<file path="config.mk">
export PLATFORM = sky130hd
export DESIGN_NAME = irrigation_zone_fsm
export DESIGN_NICKNAME = d
export VERILOG_FILES = /design/src/rtl/irrigation_zone_fsm.sv
export SDC_FILE = /design/constraint.sdc
export NUM_CORES = 1
export LEC_CHECK = 0
export BUFFER_PORTS_ARGS = -buffer_cell sky130_fd_sc_hd__buf_4
export CORE_MARGIN = 3
export CORE_UTILIZATION = 40
export CTS_CLUSTER_SIZE = 28
export DETAILED_ROUTE_END_ITERATION = 10
export SETUP_SLACK_MARGIN = 0.2
export SYNTH_ARGS = -nofsm -noshare
export SYNTH_HDL_FRONTEND = slang
export SYNTH_SLANG_ARGS = --single-unit
</file>
<file path="constraint.sdc">
create_clock -name Ck -period 3.8 [get_ports Ck]
set_input_delay 0.19 -clock Ck [delete_from_list [all_inputs] [get_ports Ck]]
set_output_delay 0.19 -clock Ck [all_outputs]
set_load 0.05 [all_outputs]
</file>
<file path="src/rtl/irrigation_zone_fsm.sv">
// Round-robin irrigation sequencer for NZ zones sharing one pump.
// Each visit primes the pump for TPRIME cycles, then opens one valve for at most
// TON_MAX cycles. It runs only while the init FSM is idle (O6=0) and the window
// (H1) is open. Loss of reservoir level while pumping latches an alarm.
// Optional build macro: ZONE_TIMEOUT_FLAG_EN adds sticky per-zone timeout flags on O_tmo.
module irrigation_zone_fsm #(
  parameter int unsigned NZ      = 4,
  parameter int unsigned TPRIME  = 3,
  parameter int unsigned TON_MAX = 8,
  localparam int unsigned ZW     = $clog2(NZ)
) (
  input  logic          Ck,
  input  logic          Clr,
  input  logic          H1,
  input  logic          O6,
  input  logic [NZ-1:0] I_dry,
  input  logic          I_lvl,
  input  logic          I_rain,
  output logic          O_pump,
  output logic [NZ-1:0] O_valve,
  output logic [ZW-1:0] O_zone,
  output logic          O_alarm,
  output logic [NZ-1:0] O_tmo
);

  localparam int unsigned TMAX = (TPRIME > TON_MAX) ? TPRIME : TON_MAX;
  localparam int unsigned TW   = $clog2(TMAX) + 1;

  typedef enum logic [2:0] {
    StIdle,
    StScan,
    StPrime,
    StWater,
    StStop,
    StFault
  } state_e;

  state_e          state_q, state_d;
  logic [ZW-1:0]   ptr_q, ptr_d;
  logic [ZW-1:0]   zone_q, zone_d;
  logic [TW-1:0]   timer_q, timer_d;

  logic            run;
  logic            hit_found;
  logic [ZW-1:0]   hit_idx;
  int unsigned     scan_cand;
  logic [ZW-1:0]   cand_idx;
  logic            exit_tmo;
  logic            exit_wet;

  assign run = H1 & ~O6 & ~I_rain & I_lvl;

  // Rotating priority search of the dry sensors, starting at ptr and wrapping mod NZ.
  always_comb begin
    hit_found = 1'b0;
    hit_idx   = '0;
    scan_cand = 0;
    cand_idx  = '0;
    for (int unsigned i = 0; i < NZ; i++) begin
      scan_cand = (32'(ptr_q) + i) % NZ;
      cand_idx  = ZW'(scan_cand);
      if (!hit_found && I_dry[cand_idx]) begin
        hit_found = 1'b1;
        hit_idx   = cand_idx;
      end
    end
  end

  // Next-state logic: O6 abort first, then reservoir loss, then normal sequencing.
  always_comb begin
    state_d  = state_q;
    ptr_d    = ptr_q;
    zone_d   = zone_q;
    timer_d  = timer_q;
    exit_tmo = 1'b0;
    exit_wet = 1'b0;
    if (O6) begin
      state_d = StIdle;
    end else if (!I_lvl && (state_q == StPrime || state_q == StWater)) begin
      state_d = StFault;
    end else begin
      unique case (state_q)
        StIdle: begin
          if (run) state_d = StScan;
        end
        StScan: begin
          if (run && hit_found) begin
            zone_d  = hit_idx;
            timer_d = '0;
            state_d = StPrime;
          end else begin
            state_d = StIdle;
          end
        end
        StPrime: begin
          if (!run) begin
            state_d = StStop;
          end else if (timer_q == TW'(TPRIME - 1)) begin
            timer_d = '0;
            state_d = StWater;
          end else begin
            timer_d = timer_q + TW'(1);
          end
        end
        StWater: begin
          // Wet wins over a coincident timeout so the flag reflects the soil state.
          if (!I_dry[zone_q]) begin
            exit_wet = 1'b1;
            state_d  = StStop;
          end else if (timer_q == TW'(TON_MAX - 1)) begin
            exit_tmo = 1'b1;
            state_d  = StStop;
          end else if (!run) begin
            state_d = StStop;
          end else begin
            timer_d = timer_q + TW'(1);
          end
        end
        StStop: begin
          ptr_d   = (zone_q == ZW'(NZ - 1)) ? '0 : zone_q + ZW'(1);
          state_d = run ? StScan : StIdle;
        end
        StFault: begin
          // Operator acknowledges by closing the window once the level is back.
          if (I_lvl && !H1) state_d = StIdle;
        end
        default: state_d = StIdle;
      endcase
    end
  end

  // State, pointer, zone and timer registers with synchronous clear.
  always_ff @(posedge Ck) begin
    if (Clr) begin
      state_q <= StIdle;
      ptr_q   <= '0;
      zone_q  <= '0;
      timer_q <= '0;
    end else begin
      state_q <= state_d;
      ptr_q   <= ptr_d;
      zone_q  <= zone_d;
      timer_q <= timer_d;
    end
  end

  // Moore output decode; zone is only presented while the pump runs.
  always_comb begin
    O_pump  = 1'b0;
    O_valve = '0;
    O_zone  = '0;
    O_alarm = 1'b0;
    unique case (state_q)
      StPrime: begin
        O_pump = 1'b1;
        O_zone = zone_q;
      end
      StWater: begin
        O_pump          = 1'b1;
        O_zone          = zone_q;
        O_valve[zone_q] = 1'b1;
      end
      StFault: begin
        O_alarm = 1'b1;
      end
      default: begin
      end
    endcase
  end

`ifdef ZONE_TIMEOUT_FLAG_EN
  logic [NZ-1:0] tmo_q;

  // Sticky timeout flags: set on timeout exit, cleared by a wet exit of that zone or Clr.
  always_ff @(posedge Ck) begin
    if (Clr) begin
      tmo_q <= '0;
    end else if (exit_tmo) begin
      tmo_q[zone_q] <= 1'b1;
    end else if (exit_wet) begin
      tmo_q[zone_q] <= 1'b0;
    end
  end

  assign O_tmo = tmo_q;
`else
  logic unused_exit;
  assign unused_exit = exit_tmo ^ exit_wet;
  assign O_tmo       = '0;
`endif

endmodule

</file>
# Yosys cells after proc, flatten, opt, wreduce, memory -nomap -nowiden
# Cells that the tools add are included.
[word_totals]
register_bits = 11
latchBits = 0
ram_bits = 0
rom_bits = 0
input_bits = 10
out_inout_bits = 12
word_cells = 109
memories = 0
[classes]
add_sub_neg = 5
n_mul = 0
div = 0
n_lt_le_gt_ge = 6
n_eq_ne = 21
n_shift = 0
n_mux = 43
bitwise = 6
n_reduce_logical = 23
[op_table]
columns = ["cell", "count"]
rows = [
  ["4-bit two-way mux", 7],
  ["3-bit two-way mux", 8],
  ["3-bit case mux with 6 select lines", 1],
  ["2-bit by 3-bit < comparator with 1-bit output (second input constant)", 5],
  ["2-bit two-way mux", 7],
  ["1-bit two-way mux", 13],
  ["2-bit != test (second input constant)", 6],
  ["4-bit case mux with 3 select lines", 1],
  ["4-bit AND reduction", 3],
  ["1-bit binary-select mux with 2-bit select", 5],
  ["8-bit AND reduction", 1],
  ["1-bit logical AND", 7],
  ["3-bit by 2-bit == test with 1-bit output (second input constant)", 2],
  ["3-bit == test (second input constant)", 2],
  ["3-bit != test (second input constant)", 2],
  ["1-bit logical NOT", 5],
  ["5-bit by 4-bit != test with 1-bit output (second input constant)", 1],
  ["2-bit by 1-bit adder with 2-bit output (second input constant)", 2],
  ["2-bit adder (second input constant)", 2],
  ["4-bit by 1-bit adder with 4-bit output (second input constant)", 1],
  ["4-bit by 2-bit == test with 1-bit output (second input constant)", 1],
  ["4-bit by 3-bit == test with 1-bit output (second input constant)", 1],
  ["4-bit by 2-bit != test with 1-bit output (second input constant)", 1],
  ["4-bit by 3-bit != test with 1-bit output (second input constant)", 1],
  ["14 further kinds", 19],
]

# Longest topological paths before layout
[depth]
ltp_word = 16
mapped_depth = 6
depth_no_buf = 6

# Worst setup path before layout
# No wires, ideal clock.
[synth_path]
path_type = "reg-to-reg"
start = "register state_q[0]"
end = "register zone_q[0]"
setup_time_ps = 71
t_arrival_ps = 1789
t_required_ps = 3729
path_slack_ps = 1941
stages_incl_launch_ff = 5
path_buffers = 0
synth_period_minus_slack_ps = 1859
path_cell_list = "dfxtp_1 -> or3b_1 -> or4_4 -> or4_1 -> a21oi_1"
[synth_via]
elab_chain_cells = 5
elab_cells_between_ends = 7
cone_classes = "eq/ne: 3; bitwise: 1; reduce/logical: 3"
[synth_rtl]
columns = ["element", "line_no", "rtl"]
rows = [
  ["start: declaration", "38", "state_e state_q, state_d;"],
  ["start signal: assignment", "135", "state_q <= StIdle;"],
  ["start signal: assignment", "140", "state_q <= state_d;"],
  ["3-bit by 2-bit == test with 1-bit output", "79", "end else if (!I_lvl && (state_q == StPrime || state_q == StWater)) begin"],
  ["1-bit logical OR", "79", ""],
  ["1-bit logical AND", "79", ""],
  ["1-bit NOT (no line)", "--", ""],
  ["4-bit AND reduction (no line) *", "--", ""],
  ["end signal: assignment", "142", "zone_q <= zone_d;"],
  ["end: declaration", "40", "logic [ZW-1:0] zone_q, zone_d;"],
]
# Every way passes the cells marked *; elsewhere a longest branch is shown, timed or not.
# A chain may end at the register's enable or synchronous reset.

# Final worst setup path
# Same ends and word-level chain as after synthesis.

==> summary.txt <==
nature of the critical path startpoint - flip-flop
Starting Density - 0.443
DRT iter0 DRCs - 21
Register-to-Register Path Depth - 4
Cell Chain, Critical Path - or3b_1 > or4_4 > or4_1 > a21oi_1
RSZ-0062 raised after global routing - false
Clock power frac - 0.360
Total Wirelength - 2080 um
Unique masters post-synth - 34
Max-slew headroom - 0.448
multi-input combinational cell area - 623 um2
Cell Area, Synth - 905 um2
Hold Path Depth - 2
placed inst area - 0.00103 mm2
WS Path Type - reg2reg
post-route minimum period - 2130 ps
CP endpoint kind - flip-flop
first-pass GRT wire length - 3610 um
Port-buffer cells - 17
top cells by area, synth - dfxtp_1, ha_1, and3_1
Power Dens Cells - 218 mW/mm2
Avg Synthesized Cell Area - 7.94 um2
vias after detailed routing - 881
DRC Markers - 0
Setup Viol. Count Final - 0
CTS root buf - clkbuf_4
initial antenna violation count - 0
Gate power share - 0.138
largest net degree at the start of global routing - 17
Ys Warns - 0
die width - 53.6 um
via/cell ratio - 5.58
Fillers - 222
Post CTS Setup Buffer Count - 0
number of buffers on the longest clock path - 2
max-slew violation count - 0
final instance area - 0.00106 mm2
later-pin clock latency in the skew report - 270 ps
Post-synth EDFFs - 0
DIE HEIGHT - 53.6 um
P_leak - 0.438 nW
Top FF cell, synth - dfxtp_1
CP top delay family - simple AND/OR/NAND/NOR gates
Post-DRT Antenna Nets - 0
layout cells sized above 1 - 0.176
biggest area consumer among synthesized cells - dfxtp_1
Critical Path Fanout Max - 16
synthesis-to-layout area growth - 17.3%
WL/cell - 13.2 um
placed insts - 154
number of global-route vias before repair - 776
Arr. time, crit path - 2340 ps
num ports - 22
Period Utilization, post-route - 0.561
Hold Crit Class - in2reg
gr ovfl total - 0
Worst-path clk slew - 80 ps
TritonCTS clock tree - yes
post-cts resize count - 0
hold buffer count at cts - 0
Tot GR Track Use - 0.172
Max Clock Freq - 469 MHz
sw frac - 0.275
Fin. Hold Viols - 0
Yosys top cell area share - 0.243
CP Buf/Inv Count - 0
CTS Sinks - 11
Seq/Total Area, Yosys - 0.243
Fin Setup TNS - 0 ps
Internal - 0.000167 W
num rows - 16
FFs w/ async S/R, synth - 0
portion of total power attributed to sequential cells - 0.502
power after layout - 0.000231 W
slowest cell delay on critical path - 580 ps
peak supply drop - 192 uV
GP Congestion - 0.807
net switching power - 0.0000634 W
Levels on crit path - 4
cell count after synthesis - 114
Non-Filler Instances - 158
number of synthesized register bits - 11
CTS HTree Levels - 1
NumNets Final - 148
CP max stage cell - dfxtp_1
Diodes inserted - 0
Worst Max-Slew Pin Slew - 821 ps
status - finished clean
register area - 220 um2
Max Cap Viol - 0
clk_skew - 3.22 ps
Crit path required time - 4010 ps
dpl hpwl - 1580 um
DIE AREA - 0.00287 mm2
CORE AREA - 0.00204 mm2
DR pass1 iterations - 4
CTS Buf Count - 3
sequential cells by signal, indices dropped and copies added (netlist names):
signal and flops:
timer_q 4, state_q 3, ptr_q 2, zone_q 2
cells in the mapped netlist, drive strengths merged (3+ instances only):
| cell type | number |
|---|---|
| a21o | 3 |
| a21oi | 8 |
| a31oi | 3 |
| and3 | 8 |
| buf | 5 |
| dfxtp | 11 |
| ha | 6 |
| inv | 8 |
| nand2 | 5 |
| nand2b | 3 |
| nand3b | 3 |
| nor2 | 10 |
| nor3 | 7 |
| o21ai | 8 |
cell type report:
class,instances,area share
inverters,8,0.0283
clock buffers,4,0.0248
well taps,27,0.0318
multi-input cells,91,0.587
flip-flops and latches,11,0.208
repair buffers,17,0.120
metal layers:
layer	track usage	vias up	wire length (um)
met5	0	-	0
met4	0.0511	0	19
met3	0.0332	2	124
met2	0.257	23	911
met1	0.247	406	1020
li1	-	450	-
cells by family after synthesis:
| family | count (synthesis) | synth area share |
|---|---|---|
| AND/OR/NAND/NOR | 47 | 0.320 |
| flip-flops | 11 | 0.243 |
| buffers and inverters | 15 | 0.0802 |
| multiplexers | 3 | 0.0470 |
| AO/OA/AOI/OAI | 31 | 0.223 |
| adder cells (fa/ha/maj) | 6 | 0.0830 |
| other | 1 | 0.00415 |
placed cells by master (no fill, tap or decap), types with 2 or more instances in the layout:
cell type  synthesis  final
nor4_1             2      2
a21o_1             3      3
dfxtp_1           11     11
mux2i_1            2      2
o21ai_0            8      8
conb_1             1      4
a221o_1            2      2
inv_1              8      8
nand2_1            5      5
nor3_1             7      7
nand3b_1           3      3
a31oi_1            3      3
a211oi_1           2      2
a211o_1            2      2
nor4b_1            2      2
nor2_1            10     10
buf_4              4     17
clkbuf_4           0      3
and3_1             8      8
ha_1               6      6
a21oi_1            8      8
nand2b_1           3      3
worst reg2reg max path, delay by kind of cell, from the launching register on:
family,cells,cell delay [ps]
simple gates,3,1350
compound gates,1,140
flops,1,580
path summary, 6_finish.rpt:
path                            startpoint          to  slack [ps]
worst max-delay path            state_q[0]   zone_q[0]        1670
worst min-delay path                    O6  state_q[2]         140
worst max register to register  state_q[0]   zone_q[0]        1670
worst min register to register  timer_q[0]  timer_q[0]         520
power by group through the flow:
stage | registers [W] | clock network [W] | logic, W
after floorplan | 0.000118 | 0 | 0.0000213
after global placement | 0.000119 | 0 | 0.0000315
after detailed placement | 0.000119 | 0 | 0.0000317
after CTS | 0.000116 | 0.0000863 | 0.0000318
after global routing | 0.000116 | 0.0000924 | 0.0000347
final | 0.000116 | 0.0000831 | 0.0000319
stage by stage:
step / setup slack (ps) / utilization / hold slack (ps)
2_1_floorplan: 1940 / - / 268
3_3_place_gp: 1710 / 0.507 / 426
3_5_place_dp: 1700 / 0.507 / 428
4_1_cts: 1670 / 0.520 / 136
5_1_grt: 1390 / 0.520 / 147
6_report: 1670 / 0.520 / 142
Note: power is estimated with default switching activity, not from simulation.
